[src/rtl/lsu_unit.sv]
// lsu_unit - load/store unit sitting right after the execute-stage ALU.
//
// Purpose:
//   Takes the ALU result as the effective address and rs2 as store data.
//   Issues one word-aligned request per operation on a req/gnt/rvalid
//   data-memory bus, with byte strobes and lane-replicated write data.
//   Load data is sign- or zero-extended back to 32 bits. The core sees a
//   one-cycle done pulse, and busy stays high while an operation is in flight.
//
// Ports:
//   clk, rst_n          clock (rising edge), asynchronous active-low reset
//   start               request strobe, only looked at while busy=0
//   is_load, is_store   operation direction (exactly one must be set)
//   funct3              RV32I width/sign code
//   addr, store_data    effective address and rs2 value
//   busy, done, fault   in-flight flag, completion pulse, error flag with done
//   load_data           extended load result, held until the next load completes
//   mem_req/we/addr/wdata/wstrb  memory request side
//   mem_gnt/rvalid/rdata         memory response side
module lsu_unit #(
  parameter int TIMEOUT = 16,
  parameter int CNT_W   = 5
) (
  input  logic        clk,
  input  logic        rst_n,
  input  logic        start,
  input  logic        is_load,
  input  logic        is_store,
  input  logic [2:0]  funct3,
  input  logic [31:0] addr,
  input  logic [31:0] store_data,
  output logic        busy,
  output logic        done,
  output logic        fault,
  output logic [31:0] load_data,
  output logic        mem_req,
  output logic        mem_we,
  output logic [31:0] mem_addr,
  output logic [31:0] mem_wdata,
  output logic [3:0]  mem_wstrb,
  input  logic        mem_gnt,
  input  logic        mem_rvalid,
  input  logic [31:0] mem_rdata
);

  typedef enum logic [1:0] {IDLE, REQ, WAIT, DONE} state_e;

  // The last count value before the wait is abandoned, so exactly TIMEOUT
  // cycles are spent in REQ or WAIT.
  localparam logic [CNT_W-1:0] CntLast = CNT_W'(TIMEOUT - 1);

  state_e            state_q, state_d;
  logic [CNT_W-1:0]  cnt_q, cnt_d;
  logic              fault_q, fault_d;
  logic [31:0]       loadData_q, loadData_d;
  logic [31:0]       addr_q, addr_d;
  logic [31:0]       storeData_q, storeData_d;
  logic [2:0]        funct3_q, funct3_d;
  logic              isLoad_q, isLoad_d;

  logic              accept;
  logic              funct3Legal;
  logic              misaligned;
  logic [31:0]       rdataShifted;
  logic [7:0]        byteSel;
  logic [15:0]       halfSel;
  logic [31:0]       extData;
  logic              storeReq;

  // Request decode on the live inputs: legality and alignment decide whether
  // the bus is touched at all.
  always_comb begin
    accept      = (state_q == IDLE) && start && (is_load ^ is_store);
    funct3Legal = 1'b0;
    case (funct3)
      3'b000, 3'b001, 3'b010: funct3Legal = 1'b1;
      3'b100, 3'b101:         funct3Legal = is_load;
      default:                funct3Legal = 1'b0;
    endcase
    // funct3[1:0] is 01 for halfwords and 10 for words, signed or not.
    misaligned = ((funct3[1:0] == 2'b01) && addr[0]) ||
                 ((funct3[1:0] == 2'b10) && (addr[1:0] != 2'b00));
  end

  // Lane extraction of read data using the latched low address bits.
  always_comb begin
    rdataShifted = mem_rdata >> {addr_q[1:0], 3'b000};
    byteSel      = rdataShifted[7:0];
    halfSel      = addr_q[1] ? mem_rdata[31:16] : mem_rdata[15:0];
    case (funct3_q)
      3'b000:  extData = {{24{byteSel[7]}}, byteSel};
      3'b001:  extData = {{16{halfSel[15]}}, halfSel};
      3'b100:  extData = {24'h0, byteSel};
      3'b101:  extData = {16'h0, halfSel};
      default: extData = mem_rdata;
    endcase
  end

  // Next-state logic for the transaction FSM, the timeout counter and the
  // latched operands.
  always_comb begin
    state_d     = state_q;
    cnt_d       = cnt_q;
    fault_d     = fault_q;
    loadData_d  = loadData_q;
    addr_d      = addr_q;
    storeData_d = storeData_q;
    funct3_d    = funct3_q;
    isLoad_d    = isLoad_q;
    case (state_q)
      IDLE: begin
        if (accept) begin
          addr_d      = addr;
          storeData_d = store_data;
          funct3_d    = funct3;
          isLoad_d    = is_load;
          if (funct3Legal && !misaligned) begin
            state_d = REQ;
            cnt_d   = '0;
            fault_d = 1'b0;
          end else begin
            state_d    = DONE;
            fault_d    = 1'b1;
            loadData_d = '0;
          end
        end
      end
      REQ: begin
        // A same-cycle rvalid is ignored here; only the grant is taken.
        if (mem_gnt) begin
          cnt_d   = '0;
          state_d = isLoad_q ? WAIT : DONE;
        end else if (cnt_q == CntLast) begin
          state_d    = DONE;
          fault_d    = 1'b1;
          loadData_d = '0;
        end else begin
          cnt_d = cnt_q + CNT_W'(1);
        end
      end
      WAIT: begin
        if (mem_rvalid) begin
          loadData_d = extData;
          state_d    = DONE;
        end else if (cnt_q == CntLast) begin
          state_d    = DONE;
          fault_d    = 1'b1;
          loadData_d = '0;
        end else begin
          cnt_d = cnt_q + CNT_W'(1);
        end
      end
      DONE:    state_d = IDLE;
      default: state_d = IDLE;
    endcase
  end

  // State and operand registers; reset aborts any transaction silently.
  always_ff @(posedge clk or negedge rst_n) begin
    if (!rst_n) begin
      state_q     <= IDLE;
      cnt_q       <= '0;
      fault_q     <= 1'b0;
      loadData_q  <= '0;
      addr_q      <= '0;
      storeData_q <= '0;
      funct3_q    <= '0;
      isLoad_q    <= 1'b0;
    end else begin
      state_q     <= state_d;
      cnt_q       <= cnt_d;
      fault_q     <= fault_d;
      loadData_q  <= loadData_d;
      addr_q      <= addr_d;
      storeData_q <= storeData_d;
      funct3_q    <= funct3_d;
      isLoad_q    <= isLoad_d;
    end
  end

  // Bus and core outputs, all derived from registered state so they stay
  // stable for the whole REQ phase.
  always_comb begin
    storeReq  = (state_q == REQ) && !isLoad_q;
    busy      = (state_q != IDLE);
    done      = (state_q == DONE);
    fault     = (state_q == DONE) && fault_q;
    load_data = loadData_q;
    mem_req   = (state_q == REQ);
    mem_we    = storeReq;
    mem_addr  = {addr_q[31:2], 2'b00};
    mem_wdata = '0;
    mem_wstrb = '0;
    if (storeReq) begin
      case (funct3_q[1:0])
        2'b00: begin
          mem_wstrb = 4'b0001 << addr_q[1:0];
          mem_wdata = {4{storeData_q[7:0]}};
        end
        2'b01: begin
          mem_wstrb = addr_q[1] ? 4'b1100 : 4'b0011;
          mem_wdata = {2{storeData_q[15:0]}};
        end
        default: begin
          mem_wstrb = 4'b1111;
          mem_wdata = storeData_q;
        end
      endcase
    end
  end

endmodule

[config.mk]
export PLATFORM = sky130hd
export DESIGN_NAME = lsu_unit
export DESIGN_NICKNAME = d
export VERILOG_FILES = /design/src/rtl/lsu_unit.sv
export SDC_FILE = /design/constraint.sdc
export NUM_CORES = 1
export LEC_CHECK = 0
export CORE_UTILIZATION = 50
export CTS_BUF_LIST = sky130_fd_sc_hd__clkbuf_8
export DETAILED_ROUTE_END_ITERATION = 10
export MAX_ROUTING_LAYER = met4
export PLACE_DENSITY = 0.87
export SYNTH_ARGS = -nofsm -noshare
export SYNTH_HDL_FRONTEND = slang
export SYNTH_SLANG_ARGS = --single-unit
[constraint.sdc]
create_clock -name clk -period 6.7 [get_ports clk]
set_clock_uncertainty 0.2 [all_clocks]
set_input_delay 1.34 -clock clk [delete_from_list [all_inputs] [get_ports clk]]
set_output_delay 1.34 -clock clk [all_outputs]
set_load 0.01 [all_outputs]
==> Word level (Yosys, flattened, before mapping) <==
Cells that the tools add are included.
{ "word_totals": {"ff_bits": 108, "in_bits": 106, "output_inout_bits": 105} }
{ "op_classes": {"n_eq_ne": 19, "bitwise": 1, "shift": 2, "reduce_logical": 23, "n_mux": 33, "add_sub_neg": 1} }
{ "ops": {"columns": ["op", "count"], "rows": [
  ["2-to-1 mux 32 bit", 6],
  ["case mux 32 bit (4 select lines)", 1],
  ["case mux 32 bit (3 select lines)", 1],
  ["case mux 32 bit (2 select lines)", 1],
  [">> shifter 32 x 5 -> 8 bit", 1],
  ["2-to-1 mux 5 bit", 5],
  ["2-to-1 mux 16 bit", 1],
  ["case mux 5 bit (3 select lines)", 1],
  ["equality test 3 bit (second input constant)", 4],
  ["AND reduction 4 bit", 3],
  ["2-to-1 mux 2 bit", 5],
  ["2-to-1 mux 4 bit", 2],
  ["!= test 2 bit (second input constant)", 4],
  ["case mux 2 bit (4 select lines)", 1],
  ["case mux 4 bit (2 select lines)", 1],
  ["logical AND 1 bit", 7],
  ["equality test 2 x 1 -> 1 bit (second input constant)", 3],
  ["equality test 2 bit (second input constant)", 3],
  ["equality test 3 x 1 -> 1 bit (second input constant)", 2],
  ["logical NOT 3 bit", 2],
  ["2-to-1 mux 1 bit", 6],
  ["adder 5 x 1 -> 5 bit (second input constant)", 1],
  ["equality test 5 x 4 -> 1 bit (second input constant)", 1],
  ["logical NOT 2 bit", 2],
  ["13 further kinds", 15]
]} }

==> Depth between registers and ports, before layout <==
{ "logic_depth": {"depth_word": 8, "mapped_depth": 9, "ltp_nobuf": 7} }

==> Worst setup path after synthesis <==
OpenSTA, ideal clock, no wires.
{ "synth_path": {"kind": "register to output", "from": "register state_q[1]", "to": "output mem_wstrb[3]", "stages_incl_launch_ff": 9, "arrival_ns": 1.726, "t_required_ns": 5.160, "setup_slack_ns": 3.434, "path_cell_list": "dfrtp_1 -> inv_1 -> ha_1 -> nand2b_1 -> clkbuf_1 -> inv_1 -> clkbuf_1 -> o21ai_0 -> nor2_1"} }
{ "synth_via": {"elab_chain_cells": 3} }
{ "synth_lines": {"columns": ["item", "line_no", "text"], "rows": [
  ["start, declared", "52", "state_e state_q, state_d;"],
  ["start signal, assigned", "170", "state_q <= state_d;"],
  ["equality test 2 x 1 -> 1 bit", null, null],
  ["via mem_req", "36", "output logic mem_req,"],
  ["logical AND 1 bit", "184", "storeReq = (state_q == REQ) && !isLoad_q;"],
  ["via mem_we", "37", "output logic mem_we,"],
  ["2-to-1 mux 4 bit", "194", "if (storeReq) begin"],
  ["end, declared", "40", "output logic [3:0] mem_wstrb,"]
]} }
The timed path passes the listed nets, and every way through them passes these cells.

==> Final worst setup path <==
{ "layout_path": {"from": "register state_q[1]", "to": "output mem_wstrb[2]"} }
{ "layout_via": {"elab_chain_cells": 3} }
{ "layout_lines": {"columns": ["item", "line_no"], "rows": [
  ["equality test 2 x 1 -> 1 bit", "184"],
  ["logical AND 1 bit", "184"],
  ["2-to-1 mux 4 bit", "194"]
]} }
Every way passes these cells.

==> summary.txt <==
Setup path
  – Worst setup startpoint: state_q[1]$_DFFE_PN0P_
  – Worst path max stage delay: 0.54 ns
  – WP data required: around 5.2 ns
  – FF-to-FF setup slack: 3.55 ns
  – Most frequent CP cell: inv_1
  – Critical Path AT: around 2.8 ns
  – Kind of critical path: flip-flop to primary output
  – CP Capture Type: primary output
  – Slowest-stage cell, CP: clkdlybuf4s50_1
  – Worst r2r src: state_q[0]$_DFFE_PN0P_
  – CP Launch Type: flip-flop
  – Crit-path max FO: 27
  – Crit path cell chain: inv_1 -> ha_1 -> nand2b_1 -> buf_4 -> inv_1 -> o21ai_0 -> nor2_1 -> clkdlybuf4s50_1

Cells and area
  – Core Util, Final: 70.9%
  – ANT cells: 0
  – Area Overhead vs Synth: 36.4%
  – # nets final: 786
  – Fin area: 0.00779 mm²
  – Layout cell share with drive strength beyond 1: about 15%
  – Non-Filler Instances: 816

Synthesis
  – Commonest cells post-synth: dfrtp_1 (108), mux2_2 (71), buf_4 (36), nor2_1 (36), nand2_1 (29)
  – Cell with the most instances after synthesis: dfrtp_1
  – Top cells by area, synth: dfrtp_1 (47%), mux2_2 (14%), buf_4 (4.7%)
  – Post-Syn Area: around 0.0057 mm²
  – Leading area contributor after synthesis: dfrtp_1
  – Synth top area share: a little under half
  – EDFF count, synth: 0
  – Post-synthesis cell type count: between 50 and 60
  – Synth warnings: 0
  – #FFs+latches synth: between 100 and 150
  – Main synth FF type: dfrtp_1
  – Proportion of synthesized flip-flops having asynchronous set or reset: 100%
  – Cell count after synthesis: 513
  – Sequential-to-total area share from yosys stat: 47.3%
  – Average size of a mapped cell: 11.1 µm²

Floorplan
  – Site Rows: 38
  – Core ar.: around 0.011 mm²
  – Die Width: 109 µm
  – Die Footprint: 0.0119 mm²
  – IO Count: between 200 and 250
  – Die H: 109 µm
  – Starting Density: 52.0%

Clock tree
  – Clock tree buffer depth: 2
  – Cts hold-fix bufs: 0
  – CTS Buf Count: 9
  – Clk sinks: roughly 110
  – H-tree depth: 3
  – CTS clock-pin slew for the worst setup and hold paths: 0.09 ns
  – Clock root buffer: clkbuf_8
  – Post-CTS resize count: 0
  – Post-CTS Setup Bufs: 0
  – CTS tree: yes
  – Later-pin clock latency in the skew report: 0.37 ns

STA
  – RSZ-0062 raised after global routing: false
  – Final hold vios: 0
  – Worst-margin pin slew: around 1.1 ns
  – Final min period: roughly 4.4 ns
  – Period utilisation layout: between 60% and 70%
  – Final setup fails: 0
  – Max Clk Rate: about 230 MHz
  – Max-slew violations: 0
  – Sum of negative setup slack: 0 ns
  – Relative slew slack: a little under a quarter

Placed design
  – Placed standard-cell area: ~0.0076 mm²
  – Post-DP HPWL: about 11,000 µm
  – Placed cells: roughly 800
  – # port buffers: about 210
  – GPL Wtd Cong: approximately 0.85

Global routing
  – Initial antenna violation count: 0
  – Largest net degree at the start of global routing: 65
  – GRT Util Overall: around 27%
  – First-pass GRT wire length: 23,600 µm
  – Vias in the first global route: approximately 4,700
  – GRT Residual Overflow: 0

Routing
  – DRT Wirelength: 15,600 µm
  – Drt first pass iters: 5
  – Antenna-violating nets left: 0
  – Vias per cell: approximately 5.8
  – Starting DRT DRC Count: around 250
  – Via count: between 4,000 and 5,000
  – DR DRC count: 0
  – Mean routed wirelength per cell: between 15 and 20 µm

Pwr
  – Total chip power: around 3.4 mW
  – Leak: between 3 and 4 nW
  – Peak supply drop: between 0.0002 and 0.00025 V
  – P per Cell Area: 440 mW/mm²

Flow run
  – Max-Cap Viols: 0

Min path
  – Min-delay src: load_data[3]$_DFFE_PN0P_
  – Worst Hold Class: flip-flop to flip-flop

Status
  – Status: finished, final reports clean
## power by group
group	internal, mW	leakage [nW]	switching, mW
Combinational	0.991	1.78	0.842
Clock	0.165	0.0882	0.207
Sequential	0.947	1.36	0.279
## cell families (layout without fill, tap and decap cells)
family          after synthesis  in the layout  share of synthesized area (%)
compound gates              106            106                           14.3
xor+xnor                      1              1                          0.153
fa+ha+maj                     6              6                           1.31
buf+inv                      77            239                           7.99
flops                       108            108                           47.3
mux                          95             95                           18.4
other cells                   1              2                         0.0656
simple gates                119            119                           10.4
## cells in the final DEF, fill, tap and decap left out, drive strengths merged, types with 3 or more instances in the layout
| cell type | n |
|---|---|
| a222oi | 3 |
| ha | 6 |
| nand2 | 29 |
| a41oi | 3 |
| inv | 13 |
| mux2 | 71 |
| buf | 7 |
| nor2 | 36 |
| o21ai | 8 |
| a221oi | 8 |
| nand2b | 20 |
| o2bb2ai | 9 |
| and2 | 10 |
| a21oi | 25 |
| o22ai | 3 |
| a22o | 13 |
| dfrtp | 108 |
| clkdlybuf4s50 | 207 |
| and3 | 3 |
| mux2i | 23 |
| clkbuf | 9 |
| a21o | 3 |
| a32o | 18 |
| nor2b | 4 |
| nand3 | 5 |
## worst paths after layout
path / endpoint / depth (start not counted)
setup / recovery: mem_wstrb[2] / 8
hold / removal: load_data[3]$_DFFE_PN0P_ / 1
setup reg to reg: addr_q[17]$_DFFE_PN0P_ / 6
hold reg to reg: load_data[3]$_DFFE_PN0P_ / 1
max in group asynchronous: addr_q[0]$_DFFE_PN0P_ / 2
min in group asynchronous: load_data[16]$_DFFE_PN0P_ / 1
## state kept, by name (all words and copies together), names as in the netlist
name	flops
fault_q	1
addr_q	32
state_q	2
load_data	32
funct3_q	3
cnt_q	5
storeData_q	32
isLoad_q	1
## per-layer routing
metal  GRT usage (%)  wire length, µm
met2            45.1             7690
met1            30.5             6050
met3            6.69             1390
met4            12.0              467
met5               -                0
## per-stage QoR
step           worst slack [ns]  hold slack (ns)
6_report                   2.34            0.300
4_1_cts                    2.32            0.309
5_1_grt                    2.17            0.315
2_1_floorplan              3.43            0.280
3_3_place_gp               2.60            0.275
3_5_place_dp               2.50            0.284
## area by class of cell
class	instances	area, µm²
Clock buffer	9	124
Fill cell	788	3190
Inverter	12	45.0
Tap cell	140	175
Clock inverter	4	46.3
Sequential cell	108	2700
Multi-Input combinational cell	329	2570
Timing Repair Buffer	214	2120
## worst max-delay path, delay by kind of cell, from the launching register on
kind                     cells  cell delay, ns
AND/OR/NAND/NOR              2            0.23
adder cells (fa/ha/maj)      1            0.28
flip-flops                   1            0.44
AO/OA/AOI/OAI                1            0.26
buffers and inverters        4            1.25
No activity file was read; power rests on OpenSTA's default activity.
